### config.mk
export PLATFORM = sky130hd
export DESIGN_NAME = pe_namespace_pingpong
export DESIGN_NICKNAME = d
export VERILOG_FILES = /design/src/rtl/pe_ns_pkg.sv /design/src/rtl/pe_ns_bank.sv /design/src/rtl/pe_namespace_pingpong.sv
export SDC_FILE = /design/constraint.sdc
export NUM_CORES = 2
export LEC_CHECK = 0
export ABC_AREA = 1
export ABC_CLOCK_PERIOD_IN_PS = 4650
export BUFFER_PORTS_ARGS = -buffer_cell sky130_fd_sc_hd__buf_2
export CORE_MARGIN = 4
export CORE_UTILIZATION = 43
export CTS_BUF_LIST = sky130_fd_sc_hd__clkbuf_2
export DETAILED_ROUTE_END_ITERATION = 10
export PLACE_DENSITY = 0.56
export SLEW_MARGIN = 40
export SYNTH_ARGS = -nofsm -noshare
export SYNTH_HDL_FRONTEND = slang
export SYNTH_HIERARCHICAL = 1
export SYNTH_SLANG_ARGS = --single-unit
### constraint.sdc
create_clock -name clk -period 4.65 [get_ports clk]
set_clock_uncertainty 0.2 [all_clocks]
set_input_delay 0 -clock clk [delete_from_list [all_inputs] [get_ports clk]]
set_output_delay 0 -clock clk [all_outputs]
set_load 0.02 [all_outputs]
### src/rtl/pe_ns_pkg.sv
// rtl/pe_ns_pkg.sv - shared types, flag encodings and helpers for the PE namespace (honours PE_NS_BYPASS_EN)
package pe_ns_pkg;

  typedef enum logic {
    BANK_0 = 1'b0,
    BANK_1 = 1'b1
  } bank_sel_e;

  localparam logic FLAG_EMPTY = 1'b0;
  localparam logic FLAG_FULL  = 1'b1;

`ifdef PE_NS_BYPASS_EN
  localparam bit BYPASS_EN = 1'b1;
`else
  localparam bit BYPASS_EN = 1'b0;
`endif

  function automatic bank_sel_e other_bank(input bank_sel_e b);
    return (b == BANK_0) ? BANK_1 : BANK_0;
  endfunction

  // Entry 0 of the meta buffer identifies the PE; the rest start cleared.
  function automatic logic [31:0] meta_reset_value(input int pe_id, input int idx);
    return (idx == 0) ? 32'(pe_id) : 32'd0;
  endfunction

endpackage

### src/rtl/pe_ns_bank.sv
// rtl/pe_ns_bank.sv - single-port-write RAM with registered read and valid (PE_NS_BYPASS_EN adds write-to-read forwarding)
module pe_ns_bank
  import pe_ns_pkg::*;
#(
  parameter int addrLen = 5,
  parameter int dataLen = 32
) (
  input  logic               clk,
  input  logic               reset,
  input  logic               wrt,
  input  logic [addrLen-1:0] wrt_addr,
  input  logic [dataLen-1:0] wrt_data,
  input  logic               rd,
  input  logic [addrLen-1:0] rd_addr,
  output logic [dataLen-1:0] rd_data,
  output logic               rd_vld
);

  logic [dataLen-1:0] mem [2**addrLen];
  logic               fwd;

  assign fwd = BYPASS_EN && wrt && (wrt_addr == rd_addr);

  // Storage is deliberately not reset; only the read port state is.
  always_ff @(posedge clk) begin
    if (wrt) mem[wrt_addr] <= wrt_data;
  end

  always_ff @(posedge clk or posedge reset) begin
    if (reset) begin
      rd_data <= '0;
      rd_vld  <= 1'b0;
    end else begin
      rd_vld <= rd;
      if (rd) rd_data <= fwd ? wrt_data : mem[rd_addr];
    end
  end

endmodule

### src/rtl/pe_namespace_pingpong.sv
// rtl/pe_namespace_pingpong.sv - PE namespace: ping-pong data banks, weight/grad RAMs, writable meta (PE_NS_BYPASS_EN)
module pe_namespace_pingpong
  import pe_ns_pkg::*;
#(
  parameter int dataLen       = 32,
  parameter int dataAddrLen   = 5,
  parameter int weightAddrLen = 5,
  parameter int gradAddrLen   = 4,
  parameter int metaAddrLen   = 2,
  parameter int peId          = 0
) (
  input  logic                     clk,
  input  logic                     reset,
  input  logic                     data_wrt,
  input  logic [dataAddrLen-1:0]   data_wrt_addr,
  input  logic [dataLen-1:0]       data_in,
  input  logic                     data_load_done,
  input  logic                     data_release,
  output logic                     data_ready,
  input  logic                     data_rd,
  input  logic [dataAddrLen-1:0]   data_rd_addr,
  output logic [dataLen-1:0]       data_out,
  output logic                     data_out_vld,
  output logic                     data_wr_err,
  input  logic                     weight_wrt,
  input  logic [weightAddrLen-1:0] weight_wrt_addr,
  input  logic [dataLen-1:0]       weight_in,
  input  logic                     weight_rd,
  input  logic [weightAddrLen-1:0] weight_rd_addr,
  output logic [dataLen-1:0]       weight_out,
  output logic                     weight_out_vld,
  input  logic                     grad_wrt,
  input  logic [gradAddrLen-1:0]   grad_wrt_addr,
  input  logic [dataLen-1:0]       grad_in,
  input  logic                     grad_rd,
  input  logic [gradAddrLen-1:0]   grad_rd_addr,
  output logic [dataLen-1:0]       grad_out,
  output logic                     grad_out_vld,
  input  logic                     meta_wrt,
  input  logic [metaAddrLen-1:0]   meta_wrt_addr,
  input  logic [dataLen-1:0]       meta_in,
  input  logic                     meta_rd,
  input  logic [metaAddrLen-1:0]   meta_rd_addr,
  output logic [dataLen-1:0]       meta_out,
  output logic                     meta_out_vld
);

  logic               load_full, load_full_n;
  logic               comp_full, comp_full_n;
  bank_sel_e          load_sel, load_sel_n;
  logic               data_wr_ok;
  logic [1:0]         bank_wrt;
  logic [1:0]         bank_rd;
  logic [dataLen-1:0] bank_out [2];
  logic [1:0]         bank_vld;
  bank_sel_e          rd_bank_q;
  logic               rd_blank_q;
  logic [dataLen-1:0] meta_mem [2**metaAddrLen];

  always_ff @(posedge clk or posedge reset) begin
    if (reset) begin
      load_full <= FLAG_EMPTY;
      comp_full <= FLAG_EMPTY;
      load_sel  <= BANK_0;
    end else begin
      load_full <= load_full_n;
      comp_full <= comp_full_n;
      load_sel  <= load_sel_n;
    end
  end

  // A simultaneous release + load_done on a full load bank swaps at once so
  // the PE never sees data_ready drop between samples.
  always_comb begin
    load_full_n = load_full;
    comp_full_n = comp_full;
    load_sel_n  = load_sel;
    if ((load_full == FLAG_FULL) &&
        ((comp_full == FLAG_EMPTY) || (data_release && data_load_done))) begin
      load_sel_n  = other_bank(load_sel);
      comp_full_n = FLAG_FULL;
      load_full_n = FLAG_EMPTY;
    end else begin
      if (data_load_done) load_full_n = FLAG_FULL;
      if (data_release)   comp_full_n = FLAG_EMPTY;
    end
  end

  always_comb begin
    bank_wrt = '0;
    bank_rd  = '0;
    data_wr_ok = data_wrt && (load_full == FLAG_EMPTY);
    bank_wrt[load_sel] = data_wr_ok;
    bank_rd[other_bank(load_sel)] = data_rd && (comp_full == FLAG_FULL);
  end

  assign data_ready = comp_full;

  always_ff @(posedge clk or posedge reset) begin
    if (reset) begin
      data_wr_err <= 1'b0;
      rd_bank_q   <= BANK_0;
      rd_blank_q  <= 1'b0;
    end else begin
      if (data_wrt && (load_full == FLAG_FULL)) data_wr_err <= 1'b1;
      if (data_rd) begin
        rd_bank_q  <= other_bank(load_sel);
        rd_blank_q <= (comp_full == FLAG_EMPTY);
      end
    end
  end

  // A read with no sample ready returns zero without a valid strobe.
  assign data_out     = rd_blank_q ? '0 : bank_out[rd_bank_q];
  assign data_out_vld = |bank_vld;

  for (genvar b = 0; b < 2; b++) begin : g_data_bank
    pe_ns_bank #(.addrLen(dataAddrLen), .dataLen(dataLen)) u_bank (
      .clk      (clk),
      .reset    (reset),
      .wrt      (bank_wrt[b]),
      .wrt_addr (data_wrt_addr),
      .wrt_data (data_in),
      .rd       (bank_rd[b]),
      .rd_addr  (data_rd_addr),
      .rd_data  (bank_out[b]),
      .rd_vld   (bank_vld[b])
    );
  end

  pe_ns_bank #(.addrLen(weightAddrLen), .dataLen(dataLen)) u_weight (
    .clk      (clk),
    .reset    (reset),
    .wrt      (weight_wrt),
    .wrt_addr (weight_wrt_addr),
    .wrt_data (weight_in),
    .rd       (weight_rd),
    .rd_addr  (weight_rd_addr),
    .rd_data  (weight_out),
    .rd_vld   (weight_out_vld)
  );

  pe_ns_bank #(.addrLen(gradAddrLen), .dataLen(dataLen)) u_grad (
    .clk      (clk),
    .reset    (reset),
    .wrt      (grad_wrt),
    .wrt_addr (grad_wrt_addr),
    .wrt_data (grad_in),
    .rd       (grad_rd),
    .rd_addr  (grad_rd_addr),
    .rd_data  (grad_out),
    .rd_vld   (grad_out_vld)
  );

  // Meta lives in flops so entry 0 can come out of reset holding the PE id.
  always_ff @(posedge clk or posedge reset) begin
    if (reset) begin
      for (int i = 0; i < 2**metaAddrLen; i++) begin
        meta_mem[i] <= dataLen'(meta_reset_value(peId, i));
      end
    end else if (meta_wrt) begin
      meta_mem[meta_wrt_addr] <= meta_in;
    end
  end

  always_ff @(posedge clk or posedge reset) begin
    if (reset) begin
      meta_out     <= '0;
      meta_out_vld <= 1'b0;
    end else begin
      meta_out_vld <= meta_rd;
      if (meta_rd) begin
        meta_out <= (BYPASS_EN && meta_wrt && (meta_wrt_addr == meta_rd_addr))
                    ? meta_in : meta_mem[meta_rd_addr];
      end
    end
  end

endmodule

After elaboration in Yosys (flattened, before gate mapping)
Memories as Yosys holds them, arrays and structs flattened. A register that Yosys moved wholly into a read port is not among the register bits. Cells that the tools add are included.

Add/sub/neg operators: 0. Multipliers: 0. Divide/modulo/power cells: 0. Order comparisons: 8. Equality and inequality tests: 0. Shift-type cells: 0. Multiplexer cells: 27. Bitwise gates (word level): 7. Reduce and logical (&&, ||, !) cells: 12.

Operator list (count): $mux W32 (7); $bwmux W128 (1); $bmux W32 S2 (1); $demux W32 S2 (1); $mux W1 (15); $logic_and A1 B1 Y1 (8); $ge A3 B3 Y1 const B (2); $not A2 Y3 (2); $and A2 B2 Y2 (2); $lt A1 B2 Y1 const B (2); $reduce_bool A2 Y1 (2); $lt A3 B1 Y1 const B (1); $demux W1 S1 (2); $ge A1 B1 Y1 const B (2); $ge A2 B2 Y1 const B (1); $not A1 Y1 (2); $not A1 Y2 (1); $reduce_or A2 Y1 (1); $logic_or A1 B1 Y1 (1).

Register bits: 171. Bits in latches: 0. RAM bits: 3584. ROM bits: 0. Word-level logic and storage cells: 74. Memories kept: 4.

Memory list: g_data_bank[0].u_bank.mem (depth 32, width 32, read ports 1, clocked after memory_dff 1, wr ports 1, RTL line pe_ns_bank.sv:19) `logic [dataLen-1:0] mem [2**addrLen];`; g_data_bank[1].u_bank.mem (depth 32, width 32, read ports 1, clocked after memory_dff 1, wr ports 1, RTL line pe_ns_bank.sv:19); u_weight.mem (depth 32, width 32, read ports 1, clocked after memory_dff 1, wr ports 1, RTL line pe_ns_bank.sv:19); u_grad.mem (depth 16, width 32, read ports 1, clocked after memory_dff 1, wr ports 1, RTL line pe_ns_bank.sv:19).

Logic depth before layout (Yosys ltp)
Word-level depth: 7. Gate-level depth with buffers: 12.

Modules after synthesis
The synthesis kept the hierarchy.

By module, submodules not included: pe_ns_bank (g_data_bank[0].u_bank ...) (times used 3, cells an instance 3546, area an instance 42598.4 um2, seq. area each 31575.3 um2); pe_ns_bank (u_grad) (times used 1, cells an instance 1842, area an instance 21795.9 um2, seq. area each 16200.5 um2); pe_namespace_pingpong (times used 1, cells an instance 1091, area an instance 8003.9 um2, seq. area each 4179.0 um2).

Worst setup path after synthesis
Ideal clock, no wire load.

Path kind: flip-flop to flip-flop. Start point: register load_sel. End point: memory g_data_bank[1].u_bank.mem[27][0] (enable). Setup time: 0.421 ns. Arrival: 2.411 ns. Slack: 1.618 ns. Cell stages (with the launch flop): 5. Period minus slack after synthesis: 3.032 ns. Cells stage by stage: dfrtp_1 -> inv_1 -> nor3_1 -> nand3_1 -> nor2_1.

Cells in the longest elaborated chain, start to end: 7.

Ends and longest elaborated chain: from (decl) (RTL line pe_namespace_pingpong.sv:50) `bank_sel_e load_sel, load_sel_n;`; from (signal assigned) (RTL line pe_namespace_pingpong.sv:68) `load_sel <= load_sel_n;`; $lt A1 B2 Y1 (implied by the code) or $ge A1 B1 Y1 (tied branches) (RTL line pe_namespace_pingpong.sv:93) `bank_wrt[load_sel] = data_wr_ok;`; $logic_and A1 B1 Y1 (implied by the code) (RTL line pe_namespace_pingpong.sv:93); $mux W1 (implied by the code) (RTL line pe_namespace_pingpong.sv:93); $demux W1 S1 (*) (RTL line pe_namespace_pingpong.sv:93); $and A2 B2 Y2 (no line) (*); via bank_wrt[1] (RTL line pe_namespace_pingpong.sv:52) `logic [1:0] bank_wrt;`; $mux W1 (*) (RTL line pe_ns_bank.sv:26) `if (wrt) mem[wrt_addr] <= wrt_data;`; $mux W1 (implied by the code) (*) (RTL line pe_ns_bank.sv:26); to (decl) (RTL line pe_ns_bank.sv:19).

The timed path passes the listed nets; every way through them passes the cells marked *.

Worst setup path in the final report
Start point: input weight_wrt_addr[3]. End point: memory u_weight.mem[19][11] (enable).

RTL lines: from (decl) (RTL line pe_namespace_pingpong.sv:26) `input logic [weightAddrLen-1:0] weight_wrt_addr,`; to (decl) (RTL line pe_ns_bank.sv:19).

No word-level cell before the write port.

==> results by group <==
Placement
  • Post-detail-place hpwl: 254 mm
  • Placed cell area: 166,000 um2
  • PortBufs: 305
  • GP Congestion: 0.842

Final layout
  • Commonest non-fill, non-tap cells in the layout: 5,194 x nand2_1, 3,584 x edfxtp_1, 3,074 x nand3_1, 1,472 x clkbuf_2, 1,028 x dlygate4sd3_1
  • Fin util: 51.2%
  • Area Overhead vs Synth: 18.8%
  • Most common cell after layout, fill and taps aside: nand2_1
  • Fillcell total: 32,200
  • Layout cells sized above 1: 15.3%
  • Cell area after layout: 187,000 um2
  • Final-stage net count: 15,700

Synthesis
  • Yosys cell types: 25
  • Post-Syn Instances: 13,600
  • Yosys Warn Count: 6
  • Syn avg cell area: 11.6 um2
  • Top cell type by total area after synthesis: edfxtp_1
  • Ys async rst share: 7.70%
  • Synthesized flop and latch total: 3,883
  • Synth top area cells: edfxtp_1 68%, nand2_1 12%, nand3_1 9.8%
  • Synth Net Count: 13,700
  • Dominant synthesized flop cell: edfxtp_1
  • Post-Syn Area: 158,000 um2
  • Post-synth EDFFs: 3,584
  • Yosys top cell area share: 68.3%
  • Sequential fraction of the synthesis area: 73.0%

Clock network
  • Num Clock Sinks: 3,883
  • Post-CTS setup buffers: 0
  • Number of CTS-inserted buffers: 961
  • # H-tree levels: 6
  • Clk root buf: clkbuf_2
  • Clk Latency, worst-skew pair: 2.30 ns
  • CTS tree: yes
  • CTS Buffer Depth: 4
  • Clock-pin slew on the worst setup and hold paths: 0.09 ns

Route
  • Drt total wl: 484 mm
  • Initial drt markers: 11,200
  • Antenna viol nets, final: 0
  • Residual DRC: 0
  • Drt pass-1 iters: 6
  • Via count: 112,000
  • Via density: 5.32
  • Post-DR wirelength/cell: 23.0 um

Die
  • Top Ports: 306
  • Die area: 376,000 um2
  • Area of the core: 365,000 um2
  • Starting Density: 43.1%
  • Die height: 613 um
  • Die Wd: 613 um
  • Rows: 222

Pwr
  • VDD IR max: 0.276 mV
  • Leak pwr: 72.4 nW
  • Pwr per Cell Area: 377 nW/um2

Min path
  • Worst min-delay path category: primary input to flip-flop

Setup path
  • Slowest stage delay, CP: 0.78 ns
  • Crit path cell chain: dlygate4sd3_1 -> dlygate4sd3_1 -> buf_2 -> dlygate4sd3_1 -> inv_1 -> dlygate4sd3_1 -> nand3_1 -> dlygate4sd3_1 -> dlygate4sd3_1 -> dlygate4sd3_1 -> nor2_4 -> dlygate4sd3_1 -> buf_6
  • CP bufs+invs: 11
  • Arrival time of the worst setup path: 6.03 ns
  • Crit-path most repeated cell: dlygate4sd3_1
  • Critical path fanouts, max: 27
  • Critical path data required time: 5.96 ns
  • CP delay by family, top: buffers and inverters
  • Slowest cell on crit path: dlygate4sd3_1
  • Crit Path Class: primary input to flip-flop
  • Startpoint types: primary input
  • Worst Setup End Kind: flip-flop

Global route
  • Pin count of the biggest net entering global routing: 204
  • Grt ovf: 0
  • Initial antenna violation count: 22
  • All-Layer GR Usage: 25.0%
  • Vias in the first global route: 108,000
  • Global-route wire length before repair: 709 mm

Timing
  • Max Clk Rate: 0.212 GHz
  • Final period utilization: 101%
  • Final worst slack: -0.0687 ns
  • Slew headroom: 29.3%
  • Unrepaired setup endpoints after global routing: no
  • Setup violators final: 8
  • Min Clock Period, post-route: 4.72 ns
  • Slew Limit Fails: 0
  • Final hold violations: 0
  • Final hold slack: 0.278 ns
  • Worst-margin pin slew: 1.06 ns

Run status
  • Status: finished, violations left
  • Failing checks: setup timing

Flow run
  • Maxcap violations: 0
## Yosys cell counts, types with 3 or more instances
master,number
o21ai_0,125
o21ai_1,37
inv_2,8
edfxtp_1,3584
buf_1,45
buf_4,57
nand3_1,3077
inv_1,202
clkbuf_1,127
dfrtp_1,299
buf_2,455
buf_6,162
nand2_1,5194
nor2_1,181
inv_8,3
## registers in the layout (all words and copies together), names as in the netlist
register                    flops
u_grad/rd_vld                   1
load_full                       1
data_ready                      1
g_data_bank.u_bank/rd_vld       2
meta_mem                      128
meta_out_vld                    1
u_weight/rd_vld                 1
u_weight/mem                 1024
meta_out                       32
g_data_bank.u_bank/rd_data     64
rd_blank_q                      1
g_data_bank.u_bank/mem       2048
data_wr_err                     1
u_grad/rd_data                 32
u_grad/mem                    512
rd_bank_q                       1
load_sel                        1
u_weight/rd_data               32
## where the power goes
part / internal (mW) / switching (mW) / leakage, nW
Combinational: 2.52 / 5.14 / 29.6
Sequential: 39.0 / 0.747 / 36.0
Clock: 9.11 / 14.0 / 6.77
## final cells by class
type | instances | area [um2] | area share [%]
clock inverters | 221 | 1400 | 0.748
multi-input cells | 8627 | 37400 | 20.0
repair inverters | 1 | 11.3 | 0.00602
inverters | 214 | 960 | 0.513
flip-flops and latches | 3883 | 115000 | 61.5
diodes | 16 | 40.0 | 0.0214
well taps | 4816 | 6030 | 3.22
clock buffers | 1472 | 7370 | 3.94
repair buffers | 1827 | 18900 | 10.1
## layer usage
| metal | part of all wire, % | up-vias | global-route usage, % | wire length, um |
|---|---|---|---|---|
| met1 | 42 | 54800 | 34.6 | 204000 |
| li1 | - | 51700 | - | - |
| met3 | 7.8 | 877 | 4.46 | 37800 |
| met5 | 0.0081 | - | 0 | 39 |
| met2 | 47 | 4774 | 39.8 | 226000 |
| met4 | 3.4 | 6 | 8.99 | 16300 |
## worst paths after layout
check / startpoint / end / slack (ns) / depth (start not counted)
worst max register to register: g_data_bank[0].u_bank/mem[31][12] / g_data_bank[0].u_bank/rd_data[12] / 0.35 / 14
worst min-delay path: data_rd_addr[1] / g_data_bank[0].u_bank/rd_data[8] / 0.28 / 17
min in group asynchronous: reset / u_weight/rd_data[12] / 0.70 / 10
max in group asynchronous: reset / meta_mem[28] / 2.03 / 11
worst max-delay path: weight_wrt_addr[3] / u_weight/mem[19][11] / -0.07 / 13
worst min register to register: u_weight/rd_data[7] / u_weight/rd_data[7] / 0.28 / 2
## kinds of logic after synthesis
group | synth area share [%]
buffers and inverters | 3.81
AOI/OAI and AO/OA | 0.529
xor gates and xnor gates | 0.00556
and+or+nand+nor | 22.6
DFF | 73.0
## worst min-delay path, delay by kind of cell
kind / cells / cell delay [ns]
buf+inv: 10 / 2.08
simple gates: 7 / 0.59
## stage by stage
step	total power [mW]	setup TNS [ns]	worst slack, ns	instances
3_3_place_gp	46.7	0	1.50	18100
3_5_place_dp	46.8	0	1.51	18200
4_1_cts	71.0	0	0.0215	21000
5_1_grt	73.8	0	0.0431	21100
2_1_floorplan	43.9	0	1.62	13600
6_report	70.5	-0.240	-0.0687	21100
## timing repair
item,CTS,global route
hold endpoints to repair,7766,873
setup endpoints to repair,15,14
pin swaps,0,1
cloned,0,6
gates resized for setup,1,16
hold buffers,1125,31
Note: power is estimated with default switching activity, not from simulation.
